--- config.mk ---
export PLATFORM = sky130hd
export DESIGN_NAME = dot_product_scheduler_flat
export DESIGN_NICKNAME = d
export VERILOG_FILES = /design/src/rtl/arith_ctrl_pkg.sv /design/src/rtl/dot_product_scheduler_if.sv /design/src/rtl/rr_arbiter.sv /design/src/rtl/dot_product_scheduler.sv /design/src/flat_wrapper.sv
export SDC_FILE = /design/constraint.sdc
export NUM_CORES = 1
export LEC_CHECK = 0
export ABC_AREA = 1
export BUFFER_PORTS_ARGS = -buffer_cell sky130_fd_sc_hd__buf_4
export CAP_MARGIN = 20
export CORE_AREA = 3 3 74 76
export DETAILED_ROUTE_END_ITERATION = 16
export DIE_AREA = 0 0 77 79
export PLACE_DENSITY = 0.83
export SLEW_MARGIN = 20
export SYNTH_ARGS = -nofsm -noshare
export SYNTH_HDL_FRONTEND = slang
export SYNTH_SLANG_ARGS = --single-unit
--- constraint.sdc ---
create_clock -name clk -period 3.4 [get_ports clk]
set_clock_uncertainty 0.15 [all_clocks]
set_input_delay 1.02 -clock clk [delete_from_list [all_inputs] [get_ports clk]]
set_output_delay 1.02 -clock clk [all_outputs]
set_load 0.05 [all_outputs]
--- src/rtl/arith_ctrl_pkg.sv ---
// Shared types and constants for the arithmetic-engine control blocks.
package arith_ctrl_pkg;

  // Scheduler FSM: grant in idle, pulse the engine, wait for it, hand back the result.
  typedef enum logic [1:0] {
    StIdle  = 2'd0,
    StStart = 2'd1,
    StRun   = 2'd2,
    StResp  = 2'd3
  } sched_state_e;

  // Slack added on top of the engine's nominal latency before it is declared hung.
  localparam int unsigned TimeoutMargin = 4;

endpackage

--- src/rtl/dot_product_scheduler_if.sv ---
// Requester handshakes, response bus and engine control of the dot-product scheduler.
// master: the scheduler itself; slave: the requesters plus the engine.
interface dot_product_scheduler_if #(
  parameter int unsigned NUM_REQ    = 4,
  parameter int unsigned WORD_WIDTH = 31
);
  localparam int unsigned SelW = $clog2(NUM_REQ);

  logic [NUM_REQ-1:0]    req_valid;
  logic [NUM_REQ-1:0]    req_ready;
  logic [NUM_REQ-1:0]    resp_valid;
  logic [NUM_REQ-1:0]    resp_ready;
  logic [WORD_WIDTH-1:0] resp_data;
  logic                  resp_err;
  logic                  eng_start;
  logic [SelW-1:0]       eng_sel;
  logic                  eng_valid;
  logic [WORD_WIDTH-1:0] eng_result;

  modport master (
    input  req_valid, resp_ready, eng_valid, eng_result,
    output req_ready, resp_valid, resp_data, resp_err, eng_start, eng_sel
  );

  modport slave (
    output req_valid, resp_ready, eng_valid, eng_result,
    input  req_ready, resp_valid, resp_data, resp_err, eng_start, eng_sel
  );

endinterface

--- src/rtl/rr_arbiter.sv ---
// Round-robin arbiter: first requester at or after the pointer wins.
module rr_arbiter #(
  parameter int unsigned NUM_REQ = 4,
  parameter int unsigned IdxW    = $clog2(NUM_REQ)
) (
  input  logic [NUM_REQ-1:0] req,
  input  logic [IdxW-1:0]    ptr,
  output logic [NUM_REQ-1:0] gnt,
  output logic [IdxW-1:0]    idx
);

  logic            found;
  logic [IdxW-1:0] cand;

  // Scan from the pointer upward; NUM_REQ is a power of two so the index wraps for free.
  always_comb begin
    gnt   = '0;
    idx   = '0;
    found = 1'b0;
    cand  = '0;
    for (int unsigned i = 0; i < NUM_REQ; i++) begin
      cand = ptr + IdxW'(i);
      if (!found && req[cand]) begin
        found     = 1'b1;
        gnt[cand] = 1'b1;
        idx       = cand;
      end
    end
  end

endmodule

--- src/rtl/dot_product_scheduler.sv ---
// Shares one M31 dot-product engine among NUM_REQ requesters, one job at a time,
// with round-robin grants and a hung-engine timeout.
module dot_product_scheduler
  import arith_ctrl_pkg::*;
#(
  parameter int unsigned NUM_REQ     = 4,
  parameter int unsigned WORD_WIDTH  = 31,
  parameter int unsigned VECTOR_SIZE = 16,
  parameter int unsigned TIMEOUT     = VECTOR_SIZE + TimeoutMargin
) (
  input  logic                     clk,
  input  logic                     reset_n,
  dot_product_scheduler_if.master  bus,
  output logic                     busy,
  output logic                     timeout_err
);

  localparam int unsigned SelW = $clog2(NUM_REQ);
  localparam int unsigned CntW = $clog2(TIMEOUT + 1);

  sched_state_e          state_q, state_d;
  logic [SelW-1:0]       ptr_q, ptr_d;
  logic [SelW-1:0]       sel_q, sel_d;
  logic [CntW-1:0]       cnt_q, cnt_d;
  logic [WORD_WIDTH-1:0] data_q, data_d;
  logic                  err_q, err_d;
  logic                  timeout_q, timeout_d;

  logic [NUM_REQ-1:0]    gnt;
  logic [SelW-1:0]       gnt_idx;
  logic [NUM_REQ-1:0]    req_ready;
  logic [NUM_REQ-1:0]    resp_valid;
  logic [WORD_WIDTH-1:0] resp_data;
  logic                  resp_err;
  logic                  eng_start;

  rr_arbiter #(
    .NUM_REQ (NUM_REQ),
    .IdxW    (SelW)
  ) u_arb (
    .req (bus.req_valid),
    .ptr (ptr_q),
    .gnt (gnt),
    .idx (gnt_idx)
  );

  // Next-state and output decode; every path starts from hold/zero defaults.
  always_comb begin
    state_d    = state_q;
    ptr_d      = ptr_q;
    sel_d      = sel_q;
    cnt_d      = cnt_q;
    data_d     = data_q;
    err_d      = err_q;
    timeout_d  = timeout_q;
    req_ready  = '0;
    resp_valid = '0;
    resp_data  = '0;
    resp_err   = 1'b0;
    eng_start  = 1'b0;
    case (state_q)
      StIdle: begin
        if (|bus.req_valid) begin
          req_ready = gnt;
          sel_d     = gnt_idx;
          state_d   = StStart;
        end
      end
      StStart: begin
        eng_start = 1'b1;
        cnt_d     = '0;
        state_d   = StRun;
      end
      StRun: begin
        // A result in the last allowed cycle still wins over the timeout.
        if (bus.eng_valid) begin
          data_d  = bus.eng_result;
          err_d   = 1'b0;
          state_d = StResp;
        end else if (cnt_q == CntW'(TIMEOUT - 1)) begin
          data_d    = '0;
          err_d     = 1'b1;
          timeout_d = 1'b1;
          state_d   = StResp;
        end else begin
          cnt_d = cnt_q + CntW'(1);
        end
      end
      StResp: begin
        resp_valid[sel_q] = 1'b1;
        resp_data         = data_q;
        resp_err          = err_q;
        if (bus.resp_ready[sel_q]) begin
          ptr_d   = sel_q + SelW'(1);
          state_d = StIdle;
        end
      end
      default: state_d = StIdle;
    endcase
  end

  // State register; reset abandons any job in flight.
  always_ff @(posedge clk or negedge reset_n) begin
    if (!reset_n) begin
      state_q   <= StIdle;
      ptr_q     <= '0;
      sel_q     <= '0;
      cnt_q     <= '0;
      data_q    <= '0;
      err_q     <= 1'b0;
      timeout_q <= 1'b0;
    end else begin
      state_q   <= state_d;
      ptr_q     <= ptr_d;
      sel_q     <= sel_d;
      cnt_q     <= cnt_d;
      data_q    <= data_d;
      err_q     <= err_d;
      timeout_q <= timeout_d;
    end
  end

  // The grant is combinational from req_valid, so mask it while reset is held.
  assign bus.req_ready  = reset_n ? req_ready : '0;
  assign bus.resp_valid = resp_valid;
  assign bus.resp_data  = resp_data;
  assign bus.resp_err   = resp_err;
  assign bus.eng_start  = eng_start;
  assign bus.eng_sel    = sel_q;
  assign busy           = (state_q != StIdle);
  assign timeout_err    = timeout_q;

endmodule

--- src/flat_wrapper.sv ---
// flat-port wrapper written by rule: the top's interface ports become plain ports
module dot_product_scheduler_flat import arith_ctrl_pkg::*;
#(
  parameter int unsigned NUM_REQ     = 4,
  parameter int unsigned WORD_WIDTH  = 31,
  parameter int unsigned VECTOR_SIZE = 16,
  parameter int unsigned TIMEOUT     = VECTOR_SIZE + TimeoutMargin
)
  (clk, reset_n, busy, timeout_err, bus_req_valid, bus_resp_ready, bus_eng_valid, bus_eng_result, bus_req_ready, bus_resp_valid, bus_resp_data, bus_resp_err, bus_eng_start, bus_eng_sel);
  dot_product_scheduler_if #(.NUM_REQ(NUM_REQ), .WORD_WIDTH(WORD_WIDTH)) bus_i ();
  input  logic clk;
  input  logic reset_n;
  output logic busy;
  output logic timeout_err;
  input wire logic [$bits(bus_i.req_valid)-1:0] bus_req_valid;
  input wire logic [$bits(bus_i.resp_ready)-1:0] bus_resp_ready;
  input wire logic [$bits(bus_i.eng_valid)-1:0] bus_eng_valid;
  input wire logic [$bits(bus_i.eng_result)-1:0] bus_eng_result;
  output wire logic [$bits(bus_i.req_ready)-1:0] bus_req_ready;
  output wire logic [$bits(bus_i.resp_valid)-1:0] bus_resp_valid;
  output wire logic [$bits(bus_i.resp_data)-1:0] bus_resp_data;
  output wire logic [$bits(bus_i.resp_err)-1:0] bus_resp_err;
  output wire logic [$bits(bus_i.eng_start)-1:0] bus_eng_start;
  output wire logic [$bits(bus_i.eng_sel)-1:0] bus_eng_sel;
  assign bus_i.req_valid = bus_req_valid;
  assign bus_i.resp_ready = bus_resp_ready;
  assign bus_i.eng_valid = bus_eng_valid;
  assign bus_i.eng_result = bus_eng_result;
  assign bus_req_ready = bus_i.req_ready;
  assign bus_resp_valid = bus_i.resp_valid;
  assign bus_resp_data = bus_i.resp_data;
  assign bus_resp_err = bus_i.resp_err;
  assign bus_eng_start = bus_i.eng_start;
  assign bus_eng_sel = bus_i.eng_sel;
  dot_product_scheduler #(.NUM_REQ(NUM_REQ), .WORD_WIDTH(WORD_WIDTH), .VECTOR_SIZE(VECTOR_SIZE), .TIMEOUT(TIMEOUT)) u_core (.clk(clk), .reset_n(reset_n), .bus(bus_i), .busy(busy), .timeout_err(timeout_err));
endmodule
==> impl_metrics.yaml <==
floorplanning:
  io_pins: 87
  die_h_um: 79
  die-width_um: 77
  start_util: 0.561
  coreArea_mm2: 0.00479
  dieArea_mm2: 0.00608
  rows: 25
synthesis:
  synth-edff-count: 0
  ys_dominant_reg_cell: "dfrtp_1"
  seq_area_frac_synth: 0.410
  avgSynthCellArea_um2: 8.06
  netlist_top_cells_count: "89 x nand2_1, 61 x inv_1, 44 x dfrtp_1, 31 x a22o_1, 28 x nand3_1"
  synth_area_leader_cell: "dfrtp_1"
  syn_inst: 333
  synth_top_area_frac: 0.410
  synth.ff_latch_count: 44
  ys_warn_count: 0
  syn-num-nets: 393
  synth_area_leaders: "dfrtp_1 41%, nand2_1 12%, a22o_1 10%"
  async_flop_share: 1.00
  yosysMostFrequentCell: "nand2_1"
  synth_cell_type_count: 31
  synthesis.area_mm2: 0.00268
global_route:
  grt_pass1_vias: 2470
  grt_max_degree: 45
  antenna_found_initial: 0
  grt.overflow.total: 0
  grt_pass1_wl_um: 10900
  track_usage: 0.218
finish:
  final_nets: 483
  area_growth_pct: 33.3
  fillers: 368
  antenna_cells: 0
  layout-drive-gt1-share: 0.285
  layout.cells.non_filler: 491
critical_path:
  end_kind: "primary output"
  critPathBufInv: 4
  crit_required_ns: 2.23
  cp_top_family: "simple AND/OR/NAND/NOR gates"
  worstPathCellList: "buf_4, inv_1, nand2_1, nand3_1, nand2_2, nor2_8, nand3_1, nand3_1, nand2_1, inv_1, buf_4"
  crit_slowest_cell: "buf_4"
  cpMostUsedCell: "nand3_1"
  critPathMaxFanout: 10
  ff2ff_setup_slack_ns: 1.54
  cp-start-kind: "input pin"
  cp_data_arrival_time_ns: 2.14
  path_class: "input pin to primary output"
  cp_slowest_stage_delay_ns: 0.18
drt:
  wl_per_cell_um: 13.0
  vias_per_cell: 5.00
  drt_pass1_iterations: 5
  drtIter0Drc: 141
  drc_errors: 0
  wl_um: 6390
  vias: 2457
  postRouteAntennaNets: 0
timing:
  hold_ws_ns: 0.338
  max_slew_margin: 0.645
  report.final.setup_viol: 0
  post-route-period-util: 0.975
  setup_ws_ns: 0.0854
  slew_viol_final: 0
  fin_crit_ns: 3.31
  hold_viol: 0
  fmax_mhz: 302
  tightest_slew_ns: 0.532
place:
  dp_slack_ns: 0.0926
  globalplace.congestion: 0.836
  dp_hpwl_um: 4780
  placed_cells: 481
  portBuffers: 86
pwr:
  ir_drop_mv: 0.583
  total_power_mw: 3.37
  power_density_mw_per_mm2: 944
  p_leak_nw: 2.19
run:
  drv_cap: 0
status:
  status: "complete, no violations"
clock_network:
  cts_root_buf: "clkbuf_8"
  cts_buffer_depth: 2
  path_clk_slew_ns: 0.08
  cts_tree: "done"
  postCtsHoldBufs: 0
  cts_buffers: 5
  clock_latency_ns: 0.30
  clock-sinks: 44
  htreeDepth: 2
worst_hold_path:
  worstHoldPathType: "register to register"
[layout by cell type (no fill, tap or decap), types with 3 or more instances in the layout]
cell      instances
dfrtp_1          43
a21oi_1           8
buf_4            91
clkbuf_8          5
inv_1            61
nand2_4           4
inv_2             5
o21ai_0           3
nand3_1          28
nor2_1            7
ha_1             18
a21boi_0          4
nand2_1          89
a22o_1           31
[flip-flops by register name, indices dropped and copies added (netlist names)]
signal              count
u_core.timeout_err      1
u_core.ptr_q            2
u_core.bus.eng_sel      2
u_core.data_q          31
u_core.state_q          2
u_core.cnt_q            5
u_core.err_q            1
[worst paths after layout]
| path | endpoint | startpoint | cells past startpoint |
|---|---|---|---|
| setup / recovery | bus_req_ready[0] | bus_req_valid[2] | 11 |
| hold / removal | u_core.timeout_err$_DFFE_PN0P_ | u_core.timeout_err$_DFFE_PN0P_ | 1 |
| setup reg to reg | u_core.bus.eng_sel[0]$_DFFE_PN0P_ | u_core.ptr_q[0]$_DFFE_PN0P_ | 10 |
| hold reg to reg | u_core.timeout_err$_DFFE_PN0P_ | u_core.timeout_err$_DFFE_PN0P_ | 1 |
| max in group asynchronous | u_core.ptr_q[1]$_DFFE_PN0P_ | reset_n | 2 |
| min in group asynchronous | u_core.data_q[13]$_DFFE_PN0P_ | reset_n | 2 |
[routing by layer]
layer  GRT usage  part of all wire  vias up
li1            -                 -     1231
met1       0.263              0.43     1142
met2       0.384              0.49       69
met3      0.0499             0.051       15
met4      0.0765             0.025        0
met5           0                 0        -
[cells by family after synthesis]
logic type | Yosys count | share of synthesized area
compound gates | 51 | 0.147
xor+xnor | 2 | 0.00653
fa+ha+maj | 18 | 0.0840
buf+inv | 79 | 0.117
simple gates | 139 | 0.235
flops | 44 | 0.410
[report_power, final]
| group | switching [mW] | internal [mW] | leakage, nW |
|---|---|---|---|
| Clock | 0.185 | 0.221 | 0.0548 |
| Sequential | 0.169 | 0.750 | 0.550 |
| Combinational | 1.33 | 0.722 | 1.59 |
[final cells by class]
type | instances | area [um^2] | share of cell area
multi-input cells | 210 | 1290 | 0.360
inverters | 68 | 260 | 0.0728
clock buffers | 5 | 68.8 | 0.0193
clock inverters | 3 | 46.3 | 0.0130
repair buffers | 94 | 726 | 0.203
flip-flops and latches | 44 | 1100 | 0.308
well taps | 67 | 83.8 | 0.0235
[per-stage QoR]
step	TNS [ns]	instance area, um^2	utilization
after floorplan	0	2680	-
after global placement	0	3420	0.714
after detailed placement	0	3420	0.714
after CTS	0	3530	0.738
after global routing	-0.0264	3570	0.747
final	0	3570	0.747
[repair_timing]
| action | CTS | global route |
|---|---|---|
| endpoints found under the setup margin | 0 | 4 |
| buffers inserted | 0 | 2 |
| gates resized for setup | 0 | 6 |
| endpoints found under the hold margin | 0 | 0 |
Note: power is estimated with default switching activity, not from simulation.
